===== config.mk =====
export PLATFORM = sky130hd
export DESIGN_NAME = serial_frame_rx_flat
export DESIGN_NICKNAME = d
export VERILOG_FILES = /design/src/rtl/serial_frame_rx_pkg.sv /design/src/rtl/serial_frame_rx_if.sv /design/src/rtl/serial_frame_rx_sipo_shift_reg.sv /design/src/rtl/serial_frame_rx.sv /design/src/flat_wrapper.sv
export SDC_FILE = /design/constraint.sdc
export NUM_CORES = 1
export LEC_CHECK = 0
export CAP_MARGIN = 5
export CELL_PAD_IN_SITES_DETAIL_PLACEMENT = 2
export CELL_PAD_IN_SITES_GLOBAL_PLACEMENT = 2
export CORE_MARGIN = 2
export CORE_UTILIZATION = 38
export DETAILED_ROUTE_END_ITERATION = 10
export GPL_ROUTABILITY_DRIVEN = 0
export PLACE_DENSITY_LB_ADDON = 0.1
export SETUP_SLACK_MARGIN = 0.05
export SLEW_MARGIN = 20
export SYNTH_ARGS = -nofsm -noshare
export SYNTH_HDL_FRONTEND = slang
export SYNTH_SLANG_ARGS = --single-unit

===== constraint.sdc =====
create_clock -name clk -period 3.2 [get_ports clk]
set_clock_uncertainty 0.15 [all_clocks]
set_input_delay 0.8 -clock clk [delete_from_list [all_inputs] [get_ports clk]]
set_output_delay 0.8 -clock clk [all_outputs]
set_load 0.02 [all_outputs]

===== src/rtl/serial_frame_rx_pkg.sv =====
// ============================================================================
// serial_pkg : shared state encoding and line levels for the framed serial RX
// Revision   : 1.0
// ============================================================================
`default_nettype none

package serial_pkg;

    typedef enum logic [2:0] {
        IDLE   = 3'd0,
        DATA   = 3'd1,
        PARITY = 3'd2,
        STOP   = 3'd3,
        BREAK  = 3'd4
    } rx_state_t;

    localparam logic IDLE_LVL  = 1'b1;
    localparam logic START_LVL = 1'b0;
    localparam logic STOP_LVL  = 1'b1;

endpackage

`default_nettype wire


===== src/rtl/serial_frame_rx_if.sv =====
// ============================================================================
// serial_frame_rx_if : received-word valid/ready port plus status/error flags
// Revision           : 1.0
// ============================================================================
`default_nettype none

interface serial_frame_rx_if #(
    parameter int DATA_W = 8
) ();

    logic              out_ready;
    logic [DATA_W-1:0] out_data;
    logic              out_valid;
    logic              busy;
    logic              frame_err;
    logic              parity_err;
    logic              overrun;

    modport master (
        input  out_ready,
        output out_data, out_valid, busy, frame_err, parity_err, overrun
    );

    modport slave (
        output out_ready,
        input  out_data, out_valid, busy, frame_err, parity_err, overrun
    );

endinterface

`default_nettype wire


===== src/rtl/serial_frame_rx_sipo_shift_reg.sv =====
// ============================================================================
// sipo_shift_reg : LSB-first serial-in/parallel-out register with clear
// Revision       : 1.0
// ============================================================================
`default_nettype none

module sipo_shift_reg #(
    parameter int DATA_W = 8
) (
    input  wire logic              clk,
    input  wire logic              rst,
    input  wire logic              i_clr,
    input  wire logic              i_shift_en,
    input  wire logic              i_din,
    output logic      [DATA_W-1:0] o_q
);

    logic [DATA_W-1:0] r_q;

    // Bits enter at the MSB and walk down, so the first bit ends at bit 0.
    generate
        if (DATA_W == 1) begin : g_single
            always_ff @(posedge clk or negedge rst) begin
                if (!rst)            r_q <= '0;
                else if (i_clr)      r_q <= '0;
                else if (i_shift_en) r_q <= i_din;
            end
        end else begin : g_wide
            always_ff @(posedge clk or negedge rst) begin
                if (!rst)            r_q <= '0;
                else if (i_clr)      r_q <= '0;
                else if (i_shift_en) r_q <= {i_din, r_q[DATA_W-1:1]};
            end
        end
    endgenerate

    assign o_q = r_q;

endmodule

`default_nettype wire


===== src/rtl/serial_frame_rx.sv =====
// ============================================================================
// serial_frame_rx : framed serial receiver (start/data/parity/stop) with
//                   valid/ready word output and framing/parity/overrun flags
// Revision        : 1.0
// ============================================================================
`default_nettype none

module serial_frame_rx
    import serial_pkg::*;
#(
    parameter int DATA_W    = 8,
    parameter bit PARITY_EN = 1'b0
) (
    input  wire logic         clk,
    input  wire logic         rst,
    input  wire logic         sin,
    serial_frame_rx_if.master rx
);

    localparam int                CNT_W      = $clog2(DATA_W) + 1;
    localparam logic [CNT_W-1:0]  c_last_bit = CNT_W'(DATA_W - 1);

    rx_state_t         r_state;
    logic [CNT_W-1:0]  r_cnt;
    logic              r_par_bad;
    logic [DATA_W-1:0] r_out_data;
    logic              r_out_valid;
    logic              r_frame_err;
    logic              r_parity_err;
    logic              r_overrun;

    logic [DATA_W-1:0] w_word;
    logic              w_clr;
    logic              w_shift_en;

    assign w_clr      = (r_state == IDLE) && (sin == START_LVL);
    assign w_shift_en = (r_state == DATA);

    sipo_shift_reg #(
        .DATA_W (DATA_W)
    ) u_sipo (
        .clk        (clk),
        .rst        (rst),
        .i_clr      (w_clr),
        .i_shift_en (w_shift_en),
        .i_din      (sin),
        .o_q        (w_word)
    );

    always_ff @(posedge clk or negedge rst) begin
        if (!rst) begin
            r_state      <= IDLE;
            r_cnt        <= '0;
            r_par_bad    <= 1'b0;
            r_out_data   <= '0;
            r_out_valid  <= 1'b0;
            r_frame_err  <= 1'b0;
            r_parity_err <= 1'b0;
            r_overrun    <= 1'b0;
        end else begin
            r_frame_err  <= 1'b0;
            r_parity_err <= 1'b0;
            r_overrun    <= 1'b0;

            if (r_out_valid && rx.out_ready) begin
                r_out_valid <= 1'b0;
            end

            case (r_state)
                IDLE: begin
                    if (sin == START_LVL) begin
                        r_state   <= DATA;
                        r_cnt     <= '0;
                        r_par_bad <= 1'b0;
                    end
                end
                DATA: begin
                    r_cnt <= r_cnt + 1'b1;
                    if (r_cnt == c_last_bit) begin
                        r_state <= PARITY_EN ? PARITY : STOP;
                    end
                end
                PARITY: begin
                    r_par_bad <= ^{w_word, sin};
                    r_state   <= STOP;
                end
                STOP: begin
                    if (sin == STOP_LVL) begin
                        r_state <= IDLE;
                        if (r_par_bad) begin
                            r_parity_err <= 1'b1;
                        end else if (!r_out_valid || rx.out_ready) begin
                            // A word accepted on this same edge frees the slot.
                            r_out_data  <= w_word;
                            r_out_valid <= 1'b1;
                        end else begin
                            r_overrun <= 1'b1;
                        end
                    end else begin
                        r_frame_err <= 1'b1;
                        r_state     <= BREAK;
                    end
                end
                BREAK: begin
                    if (sin == IDLE_LVL) begin
                        r_state <= IDLE;
                    end
                end
                default: r_state <= IDLE;
            endcase
        end
    end

    assign rx.out_data   = r_out_data;
    assign rx.out_valid  = r_out_valid;
    assign rx.busy       = (r_state != IDLE);
    assign rx.frame_err  = r_frame_err;
    assign rx.parity_err = PARITY_EN & r_parity_err;
    assign rx.overrun    = r_overrun;

endmodule

`default_nettype wire


===== src/flat_wrapper.sv =====
// flat-port wrapper written by rule: the top's interface ports become plain ports
module serial_frame_rx_flat import serial_pkg::*;
#(
    parameter int DATA_W    = 8,
    parameter bit PARITY_EN = 1'b0
)
  (clk, rst, sin, rx_out_ready, rx_out_data, rx_out_valid, rx_busy, rx_frame_err, rx_parity_err, rx_overrun);
  serial_frame_rx_if #(.DATA_W(DATA_W)) rx_i ();
  input  wire logic clk;
  input  wire logic rst;
  input  wire logic sin;
  input wire logic [$bits(rx_i.out_ready)-1:0] rx_out_ready;
  output wire logic [$bits(rx_i.out_data)-1:0] rx_out_data;
  output wire logic [$bits(rx_i.out_valid)-1:0] rx_out_valid;
  output wire logic [$bits(rx_i.busy)-1:0] rx_busy;
  output wire logic [$bits(rx_i.frame_err)-1:0] rx_frame_err;
  output wire logic [$bits(rx_i.parity_err)-1:0] rx_parity_err;
  output wire logic [$bits(rx_i.overrun)-1:0] rx_overrun;
  assign rx_i.out_ready = rx_out_ready;
  assign rx_out_data = rx_i.out_data;
  assign rx_out_valid = rx_i.out_valid;
  assign rx_busy = rx_i.busy;
  assign rx_frame_err = rx_i.frame_err;
  assign rx_parity_err = rx_i.parity_err;
  assign rx_overrun = rx_i.overrun;
  serial_frame_rx #(.DATA_W(DATA_W), .PARITY_EN(PARITY_EN)) u_core (.clk(clk), .rst(rst), .sin(sin), .rx(rx_i));
endmodule

**Yosys cells after proc, flatten, opt, wreduce, memory -nomap -nowiden**

Index checks and enable logic that the tools add are counted.

- Register bits: 27
- Output and inout bits: 13
- Input port bits: 4
- Word-level logic and storage cells: 55

- Eq/ne operators: 8
- Add/subtract/negate cells: 1
- Reduce and logical (&&, ||, !) cells: 14
- Bitwise logic cells: 2
- Multiplexer cells: 22

Operators with widths:

| operator | number |
|---|---|
| 2-to-1 mux 8 bit | 2 |
| one-hot mux 3 bit (5 select lines) | 1 |
| 2-to-1 mux 1 bit | 12 |
| 2-to-1 mux 3 bit | 4 |
| XOR reduction 9 bit | 1 |
| one-hot mux 4 bit (2 select lines) | 1 |
| == test 3 x 2 -> 1 bit, second input constant | 2 |
| nonzero test 2 bit | 3 |
| adder 4 x 1 -> 4 bit, second input constant | 1 |
| == test 4 x 3 -> 1 bit, second input constant | 1 |
| 2-to-1 mux 4 bit | 1 |
| != test 2 bit, second input constant | 2 |
| AND reduction 2 bit | 2 |
| AND reduction 4 bit | 1 |
| == test 3 x 1 -> 1 bit, second input constant | 1 |
| == test 3 bit, second input constant | 1 |
| zero test 3 bit | 1 |
| AND reduction 3 bit | 1 |
| nonzero test 3 bit | 1 |
| logical AND 1 bit | 2 |
| != test 2 x 1 -> 1 bit, second input constant | 1 |
| inverter 1 bit | 2 |
| one-hot mux 1 bit (2 select lines) | 1 |
| zero test 1 bit | 1 |
| logical OR 1 bit | 1 |

**Depth between registers and ports, before layout**

Gate-level depths: netlist of the first run.

- Depth after elaboration: 6
- Depth in mapped cells: 6
- Gate-level depth less buffers: 4

**By module**

Synthesis of the first run repeated with hierarchy kept, for this count alone.

- Cell total of the unflattened synthesis: 98
- Area total of the unflattened synthesis: 1231.2 sq um

By module, submodules not included:

| module | seq. area each (sq um) | cells each | instances | area an instance (sq um) |
|---|---|---|---|---|
| serial_frame_rx | 475.5 | 72 | 1 | 905.9 |
| sipo_shift_reg | 200.2 | 26 | 1 | 325.3 |

**Worst setup path after synthesis of the first run**

Ideal clock, no wire load.

- Path kind: in2reg
- Start: input sin
- End: register u_core.r_out_data[0] (netlist: u_core.rx.out_data[0])
- Library setup time: 0.125 ns
- Setup slack: 0.946 ns
- Data required time: 2.925 ns
- Stages: 5
- Arrival: 1.979 ns
- Cells stage by stage: clkbuf_1 or3b_4 nor2b_4 buf_12 mux2_4

- Longest elaborated chain between the ends: 1

Ends and longest elaborated chain:

| element | RTL line | source |
|---|---|---|
| start: declaration | flat_wrapper.sv:11 | `input wire logic sin;` |
| AND reduction 4 bit (no source line) | -- |  |
| end signal: assignment | serial_frame_rx.sv:94 | `r_out_data <= w_word;` |
| end: declaration | serial_frame_rx.sv:26 | `logic [DATA_W-1:0] r_out_data;` |

Every way passes these cells.
A chain may end at the register's enable or synchronous reset.

**Worst setup path in the final report of the first run**

- Start: register u_core.r_state[1]
- End: output rx_busy

- Longest elaborated chain between the ends: 1

Ends and longest elaborated chain:

| element | RTL line | source |
|---|---|---|
| start: declaration | serial_frame_rx.sv:23 | `rx_state_t r_state;` |
| start signal: assignment | serial_frame_rx.sv:80 | `r_state <= PARITY_EN ? PARITY : STOP;` |
| nonzero test 3 bit | serial_frame_rx.sv:116 | `assign rx.busy = (r_state != IDLE);` |
| end: declaration | flat_wrapper.sv:15 | `output wire logic [$bits(rx_i.busy)-1:0] rx_busy;` |

Every way passes these cells.

==> flow_summary.yaml, run 1 <==
outcome:
  outcome: "completed"
place:
  io_buffers: 15
  dpl_worst_slack_ns: 0.398
  hpwlAfterDp_um: 1790
  dpl_cell_area_mm2: 0.00142
clock_tree:
  post_cts_resized: 0
  cts_buffer_depth: 2
  cts_tree: "built"
  htree_levels: 1
  cts_root_buf: "clkbuf_4"
  cts_buffers: 3
  cts.sinks: 27
  post_cts_buffers: 0
  ctsHoldBuffers: 0
  clk_latency_ns: 0.33
  clk_pin_slew_worst_paths_ns: 0.14
logic_synthesis:
  ys_types: 29
  synth_cells: 109
  synthFlopType: "dfrtp_1"
  synth_edf_count: 0
  netlist_area_mm2: 0.00125
  ys_top_cells_by_count: "dfrtp_1 (27), nand2_1 (22), a21oi_1 (9), mux2_4 (8)"
  async_reset_ff_share_pct: 100
  yosysTopAreaCellShare_pct: 53.9
  yosysTopAreaCell: "dfrtp_1"
  yosys_warnings: 0
  ys_ff_latch: 27
  synth-seq-area-share_pct: 53.9
  synthTopCellsByArea: "dfrtp_1 (54%), mux2_4 (9.6%), nand2_1 (6.6%), a21oi_1 (3.6%), xnor2_1 (2.8%)"
  yosysMostFrequentCell: "dfrtp_1"
  synth.net_count: 114
  syn_area_per_cell_um2: 11.5
sta:
  min_period_over_period_pct: 89.1
  setup_violations: 0
  hold_viol: 0
  setup_tns_ns: 0
  max_freq_mhz: 351
  postLayoutSetupSlackWorst_ns: 0.349
  rsz0062_at_grt: "no"
  maxSlewViolCount: 0
  finalCriticalPeriod_ns: 2.85
floorplanning:
  io_pins: 17
  die_x_um: 61.4
  fp.coreArea_mm2: 0.00310
  row_count: 20
  die_area_mm2: 0.00377
  start_util_pct: 40.4
  dieHeight_um: 61.4
cells_and_area:
  areaGrowthSynthToFinish_pct: 15.6
  nFillCells: 334
  drive_gt1_share_pct: 17.1
  antenna_cells: 0
  fin_area_mm2: 0.00145
  fin_nets: 129
power:
  netSwitchingFraction_pct: 38.7
  intPower_mw: 0.905
  power.leakage_nw: 0.655
  p_comb_share_pct: 48.7
  power_density_mw_per_mm2: 1020
  switchingPower_mw: 0.573
  power_mw: 1.48
  p_clk_share_pct: 10.3
  seq_power_share_pct: 41.0
  ir_worst_vdd_uv: 428
drt:
  vias: 816
  routedWlPerCell_um: 15.0
  antenna_left: 0
  via_per_inst: 4.89
  dr.pass1.iters: 2
  drc: 0
  routed_wl_um: 2500
  drt_iter0_drc: 18
grt:
  grt_pass1_vias: 874
  met2_usage_pct: 25.5
  busiest_layer: "met2"
  grt_use_met1_pct: 20.5
  gr-total-overflow: 0
  antenna_found_initial: 0
  grtUsageMet3_pct: 2.52
  grt_max_degree: 28
  grt_pass1_wl_um: 4210
  track_usage_pct: 15.6
worst_setup_path:
  cp.required_ns: 2.25
  path_max_fanout: 9
  path_class: "flip-flop to output port"
  end_kind: "output port"
  startpoint: "u_core.r_state[1]"
  arrival_ns: 1.90
  startpoint_type: "flip-flop"
  r2r_start: "u_core.r_state[2]"
job:
  maxCapViolCount: 0
worst_hold_path:
  min-delay-start: "u_core.r_cnt[3]"
  min_path_type: "flip-flop to flip-flop"
## power by group through the flow
| stage | logic [mW] | clock network [mW] | registers [mW] |
|---|---|---|---|
| after detailed placement | 0.734 | 0 | 0.617 |
| after CTS | 0.737 | 0.160 | 0.609 |
| after floorplan | 0.485 | 0 | 0.629 |
| final | 0.720 | 0.153 | 0.606 |
| after global routing | 0.807 | 0.178 | 0.630 |
| after global placement | 0.714 | 0 | 0.609 |
## critical path: stages (launching register included)
cell and delay [ns]:
dfrtp_1 0.51, or3_2 0.51, clkdlybuf4s50_1 0.55
## per-stage QoR
step	hold slack [ns]	util (%)	instances
2_1_floorplan	0.299	-	109
3_3_place_gp	0.320	45.8	163
3_5_place_dp	0.354	45.8	163
4_1_cts	0.378	46.7	167
5_1_grt	0.405	46.7	167
6_report	0.368	46.7	167
## final timing paths
| check | to | cells past startpoint | slack (ns) |
|---|---|---|---|
| max | rx_busy | 2 | 0.35 |
| min | u_core.r_cnt[3] | 1 | 0.37 |
| max reg2reg | u_core.rx.out_data[7] | 4 | 1.20 |
| min reg2reg | u_core.r_cnt[3] | 1 | 0.37 |
| max in group asynchronous | u_core.u_sipo.o_q[7] | 2 | 1.96 |
| min in group asynchronous | u_core.rx.out_data[5] | 2 | 0.68 |
## state kept, by name, summed over array words and instances, names as in the netlist
register,flops
u_core.rx.frame_err,1
u_core.r_par_bad,1
u_core.rx.out_valid,1
u_core.rx.overrun,1
u_core.r_state,3
u_core.r_cnt,4
u_core.rx.out_data,8
u_core.u_sipo.o_q,8
## cell type report
cell class	count	area, um^2	share of cell area (%)
multi-input cells	74	518	35.8
well taps	44	55.1	3.80
clock buffers	3	22.5	1.55
clock inverters	1	5.00	0.345
flip-flops and latches	27	676	46.6
repair buffers	18	173	11.9
## per-layer routing
layer	wire length [um]	part of all wire, %	up-vias
met1	1200	48	412
met2	1190	48	12
met4	40	1.6	0
met3	66	2.6	5
met5	0	0	-
li1	-	-	387
## kinds of logic after synthesis
kind of cell / count (synthesis) / share of synthesized area (%)
multiplexers: 8 / 9.58
AO/OA/AOI/OAI: 18 / 7.98
adder cells (fa/ha/maj): 1 / 0.998
flip-flops: 27 / 53.9
other: 1 / 0.299
AND/OR/NAND/NOR: 39 / 16.5
buffers and inverters: 8 / 4.79
XOR/XNOR: 7 / 5.99
## cells in the final DEF (no fill, tap or decap)
| cell | netlist | final |
|---|---|---|
| nor2b_4 | 1 | 1 |
| nor4_1 | 1 | 1 |
| mux2_4 | 8 | 8 |
| clkdlybuf4s50_1 | 0 | 15 |
| conb_1 | 1 | 1 |
| ha_1 | 1 | 1 |
| or3b_4 | 1 | 1 |
| nand2b_1 | 2 | 2 |
| nor2_1 | 6 | 6 |
| or3_2 | 1 | 1 |
| or3b_2 | 1 | 1 |
| o32a_1 | 1 | 1 |
| o21ai_0 | 6 | 6 |
| nand3b_4 | 1 | 1 |
| nand4_1 | 1 | 1 |
| nand3b_1 | 1 | 1 |
| o22ai_1 | 1 | 1 |
| nand2_1 | 22 | 22 |
| buf_4 | 1 | 3 |
| xnor3_1 | 1 | 1 |
| dfrtp_1 | 27 | 27 |
| nor3b_1 | 1 | 1 |
| xnor2_1 | 4 | 4 |
| a21o_2 | 1 | 1 |
| clkinv_2 | 0 | 1 |
| a21oi_1 | 9 | 9 |
| clkbuf_4 | 0 | 3 |
| xor2_1 | 2 | 2 |
Power figures use the tool's default switching activity.
==> run 2, diff against run 1 <==
- CELL_PAD_IN_SITES_DETAIL_PLACEMENT: 2 -> 1
==> run 2 against run 1 <==
Net effect: core utilization is essentially flat; sequential power is essentially flat; via count grew 0.98%; setup slack gained 0.014 ns; sequential share of layout area is essentially flat; clock-buffer cell count grew 1; power shrank 0.78%; die area is the same; largest cell class unchanged; largest power group unchanged.
==> flow_summary.yaml, run 2 (synthesis results as in run 1) <==
power:
  seq_power_share_pct: 41.1
  intPower_mw: 0.907
  p_comb_share_pct: 48.8
  switchingPower_mw: 0.559
  power.leakage_nw: 0.652
  power_density_mw_per_mm2: 1010
  netSwitchingFraction_pct: 38.1
  p_clk_share_pct: 10.1
  ir_worst_vdd_uv: 364
  power_mw: 1.47
drt:
  antenna_left: 0
  drt_iter0_drc: 13
  routed_wl_um: 2240
  via_per_inst: 4.93
  vias: 824
  drc: 0
  routedWlPerCell_um: 13.4
  dr.pass1.iters: 2
grt:
  gr-total-overflow: 0
  grt_pass1_vias: 803
  grt_max_degree: 28
  antenna_found_initial: 0
  grt_pass1_wl_um: 3650
  track_usage_pct: 13.5
sta:
  max_freq_mhz: 353
  setup_tns_ns: 0
  min_period_over_period_pct: 88.7
  setup_violations: 0
  maxSlewViolCount: 0
  hold-worst-slack_ns: 0.346
  finalCriticalPeriod_ns: 2.84
  rsz0062_at_grt: "no"
  hold_viol: 0
clock_tree:
  ctsHoldBuffers: 0
  cts_buffer_depth: 2
  cts.sinks: 27
  cts_tree: "built"
  clk_latency_ns: 0.33
  cts_buffers: 3
  post_cts_buffers: 0
  htree_levels: 1
  clk_pin_slew_worst_paths_ns: 0.14
  post_cts_resized: 0
  cts_root_buf: "clkbuf_4"
floorplanning:
  start_util_pct: 40.4
  io_pins: 17
  dieHeight_um: 61.4
  row_count: 20
  die_x_um: 61.4
  die_area_mm2: 0.00377
  fp.coreArea_mm2: 0.00310
worst_setup_path:
  rr_worst_depth: 4
  end_kind: "output port"
  path_class: "flip-flop to output port"
  cp.required_ns: 2.25
  r2r_slack_ns: 1.19
  startpoint_type: "flip-flop"
  arrival_ns: 1.89
  path_max_fanout: 9
  r2r_start: "u_core.r_state[2]"
  rr_endpoint: "u_core.rx.out_data[2]"
cells_and_area:
  nFillCells: 349
  antenna_cells: 0
  mostFrequentLayoutCells: "dfrtp_1 (27), nand2_1 (22), clkdlybuf4s50_1 (15), a21oi_1 (9), mux2_4 (8)"
  regArea_um2: 676
  fin_nets: 129
  areaGrowthSynthToFinish_pct: 15.5
  fin_util_pct: 46.7
  multiInputGateArea_um2: 518
  final_common_cell: "dfrtp_1"
  drive_gt1_share_pct: 16.3
  stdcell_count: 167
place:
  hpwlAfterDp_um: 1580
  io_buffers: 15
  place_inst: 163
worst_hold_path:
  min_path_type: "flip-flop to flip-flop"
  min_to: "u_core.r_cnt[3]"
  holdPathStages: 1
  min-delay-start: "u_core.r_cnt[3]"
job:
  maxCapViolCount: 0
outcome:
  outcome: "completed"
## run 2: cell type report
class,instances,share of cell area (%)
Multi-Input combinational cell,74,35.8
Timing Repair Buffer,18,11.9
Clock buffer,4,1.82
Tap cell,44,3.80
Sequential cell,27,46.7
## run 2: through the flow
step / worst slack (ns) / area, um^2
2_1_floorplan: 0.946 / 1250
3_3_place_gp: 0.457 / 1420
4_1_cts: 0.346 / 1450
3_5_place_dp: 0.408 / 1420
5_1_grt: 0.277 / 1450
6_report: 0.363 / 1450
## run 2: critical path, stage by stage, from the launching register on
cell and delay [ns]:
dfrtp_1 0.51, or3_2 0.50, clkdlybuf4s50_1 0.54
## run 2: per-layer routing
layer	wire [um]	up-vias	share of wire (%)	GRT usage, %
li1	-	390	-	-
met1	1100	419	49	17.0
met2	1050	11	47	22.3
met3	63	4	2.8	2.52
met4	33	0	1.5	6.38
met5	0	-	0	0
## run 2: power by group through the flow
stage | sequential, mW | clock, mW | combinational [mW]
2_1_floorplan | 0.629 | 0 | 0.485
3_3_place_gp | 0.609 | 0 | 0.714
3_5_place_dp | 0.615 | 0 | 0.724
4_1_cts | 0.607 | 0.153 | 0.728
5_1_grt | 0.627 | 0.167 | 0.788
6_report | 0.603 | 0.148 | 0.716
## run 2: worst max-delay path by stage
stage	startpoint	to	slack, ns	cells past startpoint
final	u_core.r_state[1]	rx_busy	0.36	2
after floorplan	sin	u_core.rx.out_data[0]	0.95	5
after detailed placement	sin	u_core.rx.out_data[1]	0.41	4
after global placement	sin	u_core.rx.out_data[3]	0.46	4
after global routing	u_core.r_state[1]	rx_busy	0.28	2
after CTS	u_core.r_state[1]	rx_busy	0.35	2
